## src/rtl/led_display_row_shifter.sv

```systemverilog
// Serial row shifter for a HUB75-style LED panel: clocks one pixel pair per bit_clk
// pulse, then blanks, latches and unblanks the completed row pair.
module led_display_row_shifter #(
    parameter int NUM_ROWS     = 32,
    parameter int NUM_COLS     = 64,
    parameter int WRITE_FREQ   = 1_000_000,
    parameter int SYS_CLK_FREQ = 100_000_000,
    localparam int ADDR_W      = ((NUM_ROWS / 2) > 1) ? $clog2(NUM_ROWS / 2) : 1
) (
    input  logic              clk_in,
    input  logic              n_reset_in,
    input  logic              pixel_valid_in,
    output logic              pixel_ready_out,
    input  logic [23:0]       pixel_top_in,
    input  logic [23:0]       pixel_bot_in,
    output logic [2:0]        rgb_top_out,
    output logic [2:0]        rgb_bot_out,
    output logic              bit_clk_out,
    output logic              latch_enable_out,
    output logic              output_enable_out,
    output logic [ADDR_W-1:0] addr_out,
    output logic              row_done_out
);

    localparam int HALF_RAW = SYS_CLK_FREQ / (2 * WRITE_FREQ);
    localparam int HALF_PER = (HALF_RAW < 1) ? 1 : HALF_RAW;
    localparam int CNT_W    = $clog2(HALF_PER + 1);
    localparam int COL_W    = (NUM_COLS > 1) ? $clog2(NUM_COLS) : 1;

    localparam logic [CNT_W-1:0]  HALF_LAST = CNT_W'(HALF_PER - 1);
    localparam logic [COL_W-1:0]  COL_LAST  = COL_W'(NUM_COLS - 1);
    localparam logic [ADDR_W-1:0] ROW_LAST  = ADDR_W'(NUM_ROWS / 2 - 1);

    typedef enum logic [2:0] {IDLE, SETUP, HIGH, BLANK, LATCH} state_t;

    state_t             r_state;
    logic [CNT_W-1:0]   r_half_cnt;
    logic [COL_W-1:0]   r_col_count;
    logic [ADDR_W-1:0]  r_row_ptr;
    logic               r_ready;
    logic [2:0]         r_rgb_top;
    logic [2:0]         r_rgb_bot;
    logic               r_bit_clk;
    logic               r_latch_en;
    logic               r_out_en;
    logic [ADDR_W-1:0]  r_addr;
    logic               r_row_done;

    logic w_half_done;
    logic w_xfer;

    assign w_half_done = (r_half_cnt == HALF_LAST);
    assign w_xfer      = pixel_valid_in && r_ready && (r_state == IDLE);

    // Ready is registered so it stays low during reset and rises on the first edge after.
    always_ff @(posedge clk_in or negedge n_reset_in) begin
        if (!n_reset_in) begin
            r_state     <= IDLE;
            r_half_cnt  <= '0;
            r_col_count <= '0;
            r_row_ptr   <= '0;
            r_ready     <= 1'b0;
            r_rgb_top   <= '0;
            r_rgb_bot   <= '0;
            r_bit_clk   <= 1'b0;
            r_latch_en  <= 1'b0;
            r_out_en    <= 1'b1;
            r_addr      <= '0;
            r_row_done  <= 1'b0;
        end else begin
            r_row_done <= 1'b0;
            case (r_state)
                IDLE: begin
                    if (w_xfer) begin
                        r_rgb_top  <= {pixel_top_in[23], pixel_top_in[15], pixel_top_in[7]};
                        r_rgb_bot  <= {pixel_bot_in[23], pixel_bot_in[15], pixel_bot_in[7]};
                        r_ready    <= 1'b0;
                        r_half_cnt <= '0;
                        r_state    <= SETUP;
                    end else begin
                        r_ready <= 1'b1;
                    end
                end
                SETUP: begin
                    if (w_half_done) begin
                        r_bit_clk  <= 1'b1;
                        r_half_cnt <= '0;
                        r_state    <= HIGH;
                    end else begin
                        r_half_cnt <= r_half_cnt + CNT_W'(1);
                    end
                end
                HIGH: begin
                    if (w_half_done) begin
                        r_bit_clk  <= 1'b0;
                        r_half_cnt <= '0;
                        if (r_col_count == COL_LAST) begin
                            r_col_count <= '0;
                            r_out_en    <= 1'b1;
                            r_state     <= BLANK;
                        end else begin
                            r_col_count <= r_col_count + COL_W'(1);
                            r_ready     <= 1'b1;
                            r_state     <= IDLE;
                        end
                    end else begin
                        r_half_cnt <= r_half_cnt + CNT_W'(1);
                    end
                end
                BLANK: begin
                    // Address only moves while the panel is blanked.
                    if (w_half_done) begin
                        r_latch_en <= 1'b1;
                        r_addr     <= r_row_ptr;
                        r_half_cnt <= '0;
                        r_state    <= LATCH;
                    end else begin
                        r_half_cnt <= r_half_cnt + CNT_W'(1);
                    end
                end
                LATCH: begin
                    if (w_half_done) begin
                        r_latch_en <= 1'b0;
                        r_out_en   <= 1'b0;
                        r_row_done <= 1'b1;
                        r_row_ptr  <= (r_row_ptr == ROW_LAST) ? '0 : r_row_ptr + ADDR_W'(1);
                        r_ready    <= 1'b1;
                        r_half_cnt <= '0;
                        r_state    <= IDLE;
                    end else begin
                        r_half_cnt <= r_half_cnt + CNT_W'(1);
                    end
                end
                default: begin
                    r_half_cnt <= '0;
                    r_ready    <= 1'b0;
                    r_state    <= IDLE;
                end
            endcase
        end
    end

    assign pixel_ready_out   = r_ready;
    assign rgb_top_out       = r_rgb_top;
    assign rgb_bot_out       = r_rgb_bot;
    assign bit_clk_out       = r_bit_clk;
    assign latch_enable_out  = r_latch_en;
    assign output_enable_out = r_out_en;
    assign addr_out          = r_addr;
    assign row_done_out      = r_row_done;

endmodule

```

## config.mk

```make
export PLATFORM = sky130hd
export DESIGN_NAME = led_display_row_shifter
export DESIGN_NICKNAME = d
export VERILOG_FILES = /design/src/rtl/led_display_row_shifter.sv
export SDC_FILE = /design/constraint.sdc
export NUM_CORES = 1
export LEC_CHECK = 0
export ABC_CLOCK_PERIOD_IN_PS = 3360
export CORE_UTILIZATION = 40
export DETAILED_ROUTE_END_ITERATION = 8
export PLACE_DENSITY_LB_ADDON = 0.3
export SYNTH_ARGS = -nofsm -noshare
export SYNTH_HDL_FRONTEND = slang
export SYNTH_SLANG_ARGS = --single-unit
```

## constraint.sdc

```tcl
create_clock -name clk_in -period 3.36 [get_ports clk_in]
set_input_delay 0.84 -clock clk_in [delete_from_list [all_inputs] [get_ports clk_in]]
set_output_delay 0.84 -clock clk_in [all_outputs]
set_load 0.02 [all_outputs]
```

### Word level (Yosys, flattened, before mapping)

Cells that the tools add are included.

| word-level totals | value |
|---|---|
| bits in registers | 34 |
| input bits | 51 |

| cells by class | value |
|---|---|
| add/subtract/negate cells | 3 |
| equal/unequal tests | 14 |
| multiplexer cells | 25 |
| bitwise logic cells | 1 |
| reductions and logical operators | 17 |

Operator list:

| kind | count |
|---|---|
| $mux W6 | 3 |
| $mux W3 | 5 |
| $pmux W3 S5 | 1 |
| $ne A2 B2 Y1 const B | 7 |
| $add A6 B1 Y6 const B | 2 |
| $eq A6 B6 Y1 const B | 2 |
| $pmux W6 S2 | 1 |
| $mux W1 | 9 |
| $reduce_and A2 Y1 | 4 |
| $reduce_and A4 Y1 | 2 |
| $eq A3 B2 Y1 const B | 2 |
| $pmux W1 S2 | 3 |
| $reduce_and A3 Y1 | 2 |
| $reduce_bool A2 Y1 | 3 |
| $reduce_and A5 Y1 | 1 |
| $add A4 B1 Y4 const B | 1 |
| $eq A4 B4 Y1 const B | 1 |
| $mux W4 | 1 |
| $pmux W1 S4 | 1 |
| $reduce_or A4 Y1 | 1 |
| $eq A3 B1 Y1 const B | 1 |
| $eq A3 B3 Y1 const B | 1 |
| $logic_not A3 Y1 | 1 |
| $logic_and A1 B1 Y1 | 2 |
| other kinds (3) | 3 |

### Logic depth before layout (Yosys ltp)

Gate-level depths: netlist of the first run.

| depth | value |
|---|---|
| word-level depth | 4 |
| mapped depth | 7 |

### Worst setup path after synthesis of the first run

OpenSTA, ideal clock, no wires.

| path | value |
|---|---|
| path type | register to register |
| start | reg r_half_cnt[1] |
| end | reg r_addr[0] (netlist: addr_out[0]) |
| library setup time | 125 ps |
| arrival time | 1,586 ps |
| data required time | 3,235 ps |
| path slack | 1,650 ps |
| stages on the path, launching flop included | 8 |
| path buffers | 1 |
| cells stage by stage | dfrtp_1 inv_1 ha_1 nand4b_2 nor3_2 and3_1 clkbuf_2 mux2_2 |

| on the way | value |
|---|---|
| cells in the longest elaborated chain, start to end | 2 |

Ends and longest elaborated chain:

| element | line | RTL |
|---|---|---|
| start: declaration | 37 | `logic [CNT_W-1:0] r_half_cnt;` |
| start signal: assignment | 90 | `r_half_cnt <= r_half_cnt + CNT_W'(1);` |
| start signal: assignment | 107 | `r_half_cnt <= r_half_cnt + CNT_W'(1);` |
| start signal: assignment | 118 | `r_half_cnt <= r_half_cnt + CNT_W'(1);` |
| $eq A6 B6 Y1 | 52 | `assign w_half_done = (r_half_cnt == HALF_LAST);` |
| $reduce_and A2 Y1 (no line) | - |  |
| end signal: assignment | 114 | `r_addr <= r_row_ptr;` |
| end: declaration | 46 | `logic [ADDR_W-1:0] r_addr;` |

No other way between the ends.
A chain may end at the register's enable or synchronous reset.

### Worst setup path after layout of the first run

| path | value |
|---|---|
| start | reg r_out_en (netlist: output_enable_out) |
| end | out output_enable_out |

RTL lines:

| element | line | RTL |
|---|---|---|
| start: declaration | 45 | `logic r_out_en;` |
| start signal: assignment | 67 | `r_out_en <= 1'b1;` |
| start signal: assignment | 99 | `r_out_en <= 1'b1;` |
| start signal: assignment | 124 | `r_out_en <= 1'b0;` |
| end: declaration | 20 | `output logic output_enable_out,` |

No word-level cell between the ends.

==> results_dict.tcl, run 1 <==
set metrics [dict create \
    wire_per_inst_um 14.3 \
    dr_total_vias 1220 \
    die_w_um 66.7 \
    rsz0062_at_grt "false" \
    setup.worst_path.end_class "primary output" \
    register_area_um2 852 \
    synth_top_area_share 0.494 \
    place_congestion 0.737 \
    p_leak_nw 0.884 \
    grt-busiest-layer "met2" \
    numCtsBuffers 5 \
    start_kind "flip-flop" \
    area_growth_pct 21.4 \
    grt_use_met3 0.0428 \
    finalHoldViolations 0 \
    finClkSkew_ns 0.0120 \
    grt_pass1_vias 1184 \
    synth-seq-cells 34 \
    syn_inst 148 \
    clock_tree.root_cell "clkbuf_8" \
    dp_hpwl_um 2360 \
    finalCoreUtilization 0.508 \
    dp_slack_ns 1.20 \
    hp-class "flip-flop to flip-flop" \
    ys_warn_count 0 \
    cts_tree "built" \
    relSlewSlack 0.713 \
    period_share 0.675 \
    io_pins 66 \
    yosys.area.top_type "dfrtp_1" \
    die-area_um2 4440 \
    synthTopCellsByArea "dfrtp_1 49%, mux2_2 8.1%, a21oi_1 3.3%" \
    cp_data_required_time_ns 2.52 \
    period_needed_ns 2.27 \
    grt_pass1_wl_um 5380 \
    synth_edf_count 0 \
    synth_top_flop_cell "dfrtp_1" \
    n_antenna_cell 0 \
    globalRouteTotalUtil 0.164 \
    setup_violations 0 \
    cts.clk_slew.worst_paths_ns 0.07 \
    clock_sinks 34 \
    syn-num-nets 203 \
    num_rows 23 \
    nFillCells 354 \
    drive_gt1_frac 0.177 \
    path_max_fanout 3 \
    cts_resized 0 \
    grt_start_max_net_pins 35 \
    crit_buf_inv 1 \
    grt_overflow 0 \
    htree_levels 2 \
    cp_data_arrival_time_ns 1.43 \
    grt_util_met2 0.260 \
    avgSynthCellArea_um2 11.3 \
    cpMaxStageDelayCell "clkdlybuf4s50_1" \
    fmax_ghz 0.441 \
    setup_tns_ns 0 \
    cts_buffer_depth 2 \
    routed_wl_um 3230 \
    antenna_found_initial 0 \
    cts_setup_buffers 0 \
    critPathKind "flip-flop to primary output" \
    io_buffers 23 \
    ff2ff_setup_slack_ns 1.50 \
    ir_drop_mv 0.314 \
    start_util 0.418 \
    cts_hold_buf 0 \
    slew_viol_final 0 \
    ys_types 45 \
    max_stage_delay_ns 0.61 \
    setup_ws_ns 1.09 \
    layout_common_cells "33 x dfrtp_1, 23 x clkdlybuf4s50_1, 13 x nand2_1" \
    syn_area_um2 1670 \
    met1_usage 0.207 \
    drt_iter0_drc 40 \
    drc_errors 0 \
    power_density_nw_per_um2 686 \
    first_pass_iters 4 \
    die_height_um 66.7 \
    worstMarginPinSlew_ns 0.430 \
    path_cells "clkdlybuf4s50_1" \
    finalNetCount 229 \
    antenna_left 0 \
    async_flop_share 1.00 \
    core_area_um2 4000 \
    drt-vias-per-instance 5.42 \
    crit_family "buffers and inverters" \
    outcome "finished clean" \
    clk_latency_ns 0.29 \
    maxCapViolations 0 \
    final_common_cell "dfrtp_1" \
    ys_seq_area_frac 0.509 \
    multiInputGateArea_um2 762 \
]
## per-stage QoR
stage / cell area [µm²] / total power, mW / hold WS [ns] / std cells
2_1_floorplan: 1670 / 0.919 / 0.463 / 148
3_3_place_gp: 1940 / 1.07 / 0.486 / 217
3_5_place_dp: 1940 / 1.10 / 0.486 / 217
4_1_cts: 2030 / 1.41 / 0.500 / 225
5_1_grt: 2030 / 1.48 / 0.519 / 225
6_report: 2030 / 1.39 / 0.497 / 225
## Yosys cell counts (2+ instances only)
cell type / instances
a21oi_1: 11
nand4_1: 2
ha_1: 4
or2_2: 2
xnor2_1: 2
o21bai_1: 2
mux2_2: 12
and3_1: 3
inv_1: 7
o21ai_0: 6
nand2_1: 13
xor2_1: 2
nor2_1: 6
nand2b_1: 2
o31ai_1: 3
nand3_1: 5
dfrtp_1: 33
mux2i_1: 2
nor3_1: 3
a31oi_1: 3
## final cells by class
| cell class | count | area share |
|---|---|---|
| tap | 50 | 0.0308 |
| multi-input combinational | 102 | 0.375 |
| timing repair buffer | 24 | 0.117 |
| clock buffer | 8 | 0.0444 |
| inverter | 7 | 0.0129 |
| sequential | 34 | 0.420 |
## routing by layer
| metal | part of all wire | up-vias |
|---|---|---|
| met5 | 0 | - |
| met4 | 0.015 | 0 |
| met3 | 0.033 | 6 |
| met2 | 0.49 | 12 |
| met1 | 0.46 | 612 |
| li1 | - | 590 |
## cells by family (layout without fill, tap and decap cells)
logic type               after synthesis  in the layout  share of synthesized area
adder cells (fa/ha/maj)                4              4                     0.0299
flip-flops                            34             34                      0.509
XOR/XNOR                               4              4                     0.0209
buffers and inverters                 12             39                     0.0351
AND/OR/NAND/NOR                       45             45                      0.161
AO/OA/AOI/OAI                         35             35                      0.151
multiplexers                          14             14                     0.0927
## where the power goes
part	total, mW	switching, mW	internal [mW]
clock network	0.306	0.139	0.167
logic	0.463	0.226	0.237
registers	0.625	0.117	0.508
## sequential cells by signal, indices dropped and copies added, names as in the netlist
name,cells
r_state,3
rgb_top_out,3
addr_out,4
output_enable_out,1
r_col_count,6
bit_clk_out,1
r_row_ptr,4
row_done_out,1
rgb_bot_out,3
r_half_cnt,6
latch_enable_out,1
pixel_ready_out,1
## final timing paths
check	startpoint	endpoint	depth (start not counted)
max in group asynchronous	n_reset_in	output_enable_out	2
max	output_enable_out	output_enable_out	1
min	r_col_count[4]	r_col_count[4]	1
min reg2reg	r_col_count[4]	r_col_count[4]	1
max reg2reg	r_half_cnt[1]	addr_out[1]	6
min in group asynchronous	n_reset_in	r_col_count[5]	2
(Power assumes the default switching activity.)
==> run 2: changes to the inputs <==
ABC_CLOCK_PERIOD_IN_PS = 1900   (was 3360)
CORE_UTILIZATION = 39   (was 40)
clock period = 1.9 ns   (was 3.36 ns; I/O delays follow)
==> run 2 against run 1 <==
Hold slack got worse by 0.0089 ns. Combinational power rose by 93%. Setup slack got worse by 0.97 ns. Final area rose by 2.5%. Sequential power rose by 71%. Die area rose by 2.5%. Sequential share of layout area fell by 1.0 points. Clock-buffer cell count fell by 2. Register-to-register slack got worse by 1.3 ns.
==> results_dict.tcl, run 2 (same netlist as run 1, synthesis figures left out) <==
set metrics [dict create \
    outcome "finished clean" \
    whs_ns 0.488 \
    antenna_left 0 \
    setup.worst_path.end_class "primary output" \
    finalHoldViolations 0 \
    ir_drop_mv 0.521 \
    path_cells "clkdlybuf4s50_1" \
    start_util 0.412 \
    relSlewSlack 0.724 \
    wl_met1_um 1560 \
    hp-class "input pin to async pin" \
    die_height_um 67.5 \
    ff2ff_path_depth 6 \
    clk_latency_ns 0.28 \
    p_leak_nw 0.920 \
    die-area_um2 4560 \
    clock_sinks 34 \
    cts_resized 1 \
    numCtsBuffers 5 \
    globalRouteTotalUtil 0.169 \
    cts.clk_slew.worst_paths_ns 0.07 \
    maxCapViolations 0 \
    slew_viol_final 0 \
    start_kind "flip-flop" \
    max_stage_delay_ns 0.62 \
    rr_endpoint "addr_out[2]" \
    cp_data_arrival_time_ns 1.30 \
    total_power_mw 2.51 \
    cpMaxStageDelayCell "clkdlybuf4s50_1" \
    core_area_um2 4060 \
    dp_hpwl_um 2680 \
    grt_pass1_vias 1230 \
    num_rows 23 \
    drt-vias-per-instance 5.35 \
    r2r-start "r_half_cnt[1]" \
    worstMarginPinSlew_ns 0.413 \
    critPathKind "flip-flop to primary output" \
    crit_start "pixel_ready_out" \
    fmax_ghz 0.563 \
    cts_hold_buf 0 \
    drt_iter0_drc 42 \
    clock_tree.root_cell "clkbuf_8" \
    p_switching_uw 873 \
    pwr-share-clk 0.219 \
    htree_levels 2 \
    intPower_mw 1.64 \
    crit_family "buffers and inverters" \
    cp_data_required_time_ns 1.42 \
    finalNetCount 235 \
    cts_setup_buffers 0 \
    layout_common_cells "33 x dfrtp_1, 22 x clkdlybuf4s50_1, 13 x nand2_1" \
    io_buffers 23 \
    finClkSkew_ns 0.00609 \
    switching_share 0.348 \
    rsz0062_at_grt "false" \
    period_share 0.935 \
    first_pass_iters 4 \
    routed_wl_um 3510 \
    die_w_um 67.5 \
    top_layer "met4" \
    ff2ff_setup_slack_ns 0.17 \
    drc_errors 0 \
    grt_start_max_net_pins 12 \
    io_pins 66 \
    setup_tns_ns 0 \
    n_antenna_cell 0 \
    drive_gt1_frac 0.221 \
    register_area_um2 852 \
    setup_violations 0 \
    period_needed_ns 1.78 \
    p_comb_frac 0.356 \
    power_frac_seq 0.425 \
    grt_overflow 0 \
    wl_met3_um 111 \
    nFillCells 363 \
    area_growth_pct 24.4 \
    multiInputGateArea_um2 763 \
    grt_pass1_wl_um 5600 \
    cts_buffer_depth 2 \
    antenna_found_initial 0 \
    place_congestion 0.753 \
    final_common_cell "dfrtp_1" \
    reg.largest.list "r_col_count x6, r_half_cnt x6" \
    dr_wl_met2_um 1790 \
    power_density_nw_per_um2 1210 \
    cts_tree "built" \
    path_max_fanout 4 \
    dr_total_vias 1237 \
    wire_per_inst_um 15.2 \
    crit_buf_inv 1 \
]
[run 2: cell types whose count changed in the layout (fill, tap and decap cells not counted)]
cell             previous run  this run
and3_1                      3         2
and3_2                      0         1
buf_4                       1         7
clkbuf_1                    2         0
clkdlybuf4s50_1            23        22
clkinv_2                    0         1
clkinvlp_4                  0         1
dlygate4sd2_1               0         1
[run 2: cell type report]
type / instances / area share
multi-input cells: 102 / 0.367
inverters: 7 / 0.0126
clock buffers: 6 / 0.0397
flip-flops and latches: 34 / 0.409
clock inverters: 2 / 0.00601
well taps: 50 / 0.0301
repair buffers: 30 / 0.135
[run 2: worst max-delay path by stage]
stage | end | slack, ns | cells past startpoint
3_5_place_dp | rgb_top_out[2] | 0.08 | 3
5_1_grt | r_col_count[5] | 0.04 | 6
3_3_place_gp | rgb_bot_out[1] | 0.12 | 3
2_1_floorplan | addr_out[0] | 0.19 | 7
4_1_cts | addr_out[2] | 0.10 | 6
6_report | pixel_ready_out | 0.12 | 1
[run 2: per-stage QoR]
| step | cells | util | cell area (µm²) | setup slack, ns |
|---|---|---|---|---|
| 2_1_floorplan | 148 | - | 1670 | 0.190 |
| 3_3_place_gp | 223 | 0.489 | 1990 | 0.117 |
| 3_5_place_dp | 223 | 0.489 | 1990 | 0.0805 |
| 4_1_cts | 231 | 0.512 | 2080 | 0.100 |
| 5_1_grt | 231 | 0.513 | 2080 | 0.0379 |
| 6_report | 231 | 0.513 | 2080 | 0.124 |
[run 2: routing by layer]
metal,GRT usage,vias to the layer above
li1,-,597
met1,0.205,613
met2,0.286,20
met3,0.0490,7
met4,0.0559,0
met5,0,-
[run 2: power groups by stage]
stage | combinational, mW | sequential [mW] | clock [mW]
6_report | 0.893 | 1.07 | 0.549
5_1_grt | 0.974 | 1.09 | 0.598
4_1_cts | 0.897 | 1.07 | 0.568
3_5_place_dp | 0.893 | 1.08 | 0
3_3_place_gp | 0.859 | 1.06 | 0
2_1_floorplan | 0.489 | 1.14 | 0
[run 2: worst register-to-register path, cell delays in order (launching register included)]
cell      delay [ns]
dfrtp_1         0.39
inv_1           0.08
ha_1            0.18
nand4b_2        0.18
nor3_2          0.18
and3_2          0.27
mux2_2          0.34
==> run 3: changes to the inputs <==
PLACE_DENSITY = 0.78   (was not set)
PLACE_DENSITY_LB_ADDON = not set   (was 0.3)
==> run 3 against run 2 <==
Largest power group unchanged. Setup slack got worse by 0.016 ns. Global-route usage rose by 0.71 points. Die area did not move. First-iteration DRC count fell by 4.8%. Combinational power rose by 1%. Hold slack got worse by 0.031 ns. Clock power fell by 7.7%.
==> results_dict.tcl, run 3 (same netlist as run 1, synthesis figures left out) <==
set metrics [dict create \
    antenna_left 0 \
    routed_wl_um 3300 \
    finalNetCount 237 \
    drc_errors 0 \
    period_needed_ns 1.79 \
    path_max_fanout 5 \
    rsz0062_at_grt "false" \
    antenna_found_initial 0 \
    setup_violations 0 \
    maxCapViolations 0 \
    power_density_nw_per_um2 1190 \
    finalHoldViolations 0 \
    cts_hold_buf 0 \
    start_util 0.412 \
    setup.worst_path.end_class "flip-flop" \
    cp_data_required_time_ns 2.07 \
    finClkSkew_ns 0.00511 \
    wire_per_inst_um 14.1 \
    setup_ws_ns 0.108 \
    io_buffers 23 \
    fmax_ghz 0.558 \
    numCtsBuffers 5 \
    reg.largest.list "r_col_count x6, r_half_cnt x6" \
    num_rows 23 \
    critPathKind "flip-flop to flip-flop" \
    clk_latency_ns 0.29 \
    grt_pass1_wl_um 5770 \
    drt_iter0_drc 40 \
    cts_buffer_depth 2 \
    multiInputGateArea_um2 771 \
    clock_sinks 34 \
    ir_drop_mv 0.718 \
    hp-class "input pin to async pin" \
    core_area_um2 4060 \
    die_w_um 67.5 \
    die_height_um 67.5 \
    p_leak_nw 0.926 \
    cts.clk_slew.worst_paths_ns 0.07 \
    relSlewSlack 0.760 \
    nFillCells 364 \
    cp_data_arrival_time_ns 1.96 \
    outcome "finished clean" \
    htree_levels 2 \
    setup_tns_ns 0 \
    drt-vias-per-instance 5.31 \
    die-area_um2 4560 \
    place_congestion 0.799 \
    io_pins 66 \
    grt_overflow 0 \
    worstMarginPinSlew_ns 0.360 \
    period_share 0.943 \
    slew_viol_final 0 \
    register_area_um2 852 \
    start_kind "flip-flop" \
    first_pass_iters 4 \
    grt_start_max_net_pins 12 \
    dr_total_vias 1238 \
    area_growth_pct 25.0 \
    grt_pass1_vias 1243 \
    clock_tree.root_cell "clkbuf_8" \
    globalRouteTotalUtil 0.176 \
    drive_gt1_frac 0.224 \
    cts_tree "built" \
    finalCoreUtilization 0.515 \
    dp_slack_ns 0.0745 \
    final_common_cell "dfrtp_1" \
    dp_hpwl_um 2380 \
    n_antenna_cell 0 \
    layout_common_cells "33 x dfrtp_1, 22 x clkdlybuf4s50_1, 13 x nand2_1" \
]
run 3: what timing repair did:
action	in CTS	in global routing
buffers inserted	0	0
gates cloned	0	0
setup endpoints to repair	1	5
gates resized for setup	1	2
run 3: cell type report:
class	instances	area share
multi-input combinational	102	0.369
tap	50	0.0299
sequential	34	0.408
inverter	7	0.0126
timing repair buffer	32	0.142
clock inverter	2	0.00479
clock buffer	6	0.0347
run 3: per-stage QoR:
step / instance area, µm² / hold slack (ns) / total power, mW / instances
floorplan: 1670 / 0.179 / 1.63 / 148
global placement: 2000 / 0.485 / 1.94 / 225
detailed placement: 2000 / 0.488 / 1.98 / 225
CTS: 2080 / 0.464 / 2.50 / 233
global route: 2090 / 0.476 / 2.66 / 233
finish: 2090 / 0.457 / 2.48 / 233
run 3: path summary, 6_finish.rpt:
kind                       slack [ns]         endpoint           start  cells past startpoint
setup / recovery                 0.11      addr_out[1]   r_half_cnt[1]                      6
hold / removal                   0.46     r_row_ptr[0]      n_reset_in                      1
setup reg to reg                 0.11      addr_out[1]   r_half_cnt[1]                      6
hold reg to reg                  0.50   r_col_count[4]  r_col_count[4]                      1
max in group asynchronous        0.97  pixel_ready_out      n_reset_in                      2
min in group clk_in              0.50   r_col_count[4]  r_col_count[4]                      1
run 3: critical path: stages, from the launching register on:
cell      delay (ns)
dfrtp_1         0.40
inv_1           0.08
ha_1            0.19
nand4b_2        0.18
nor3_2          0.18
and3_2          0.28
mux2_2          0.35
run 3: report_power, final:
part / internal [mW] / switching [mW] / total (mW)
sequential: 0.900 / 0.169 / 1.07
clock: 0.253 / 0.254 / 0.507
combinational: 0.454 / 0.451 / 0.905
total: 1.61 / 0.874 / 2.48
run 3: per-layer routing:
metal  vias up  global-route usage  part of all wire
met5         -                   0                 0
met4         0              0.0771             0.019
met3         6              0.0557             0.030
met2        16               0.269              0.47
met1       614               0.229              0.48
li1        602                   -                 -
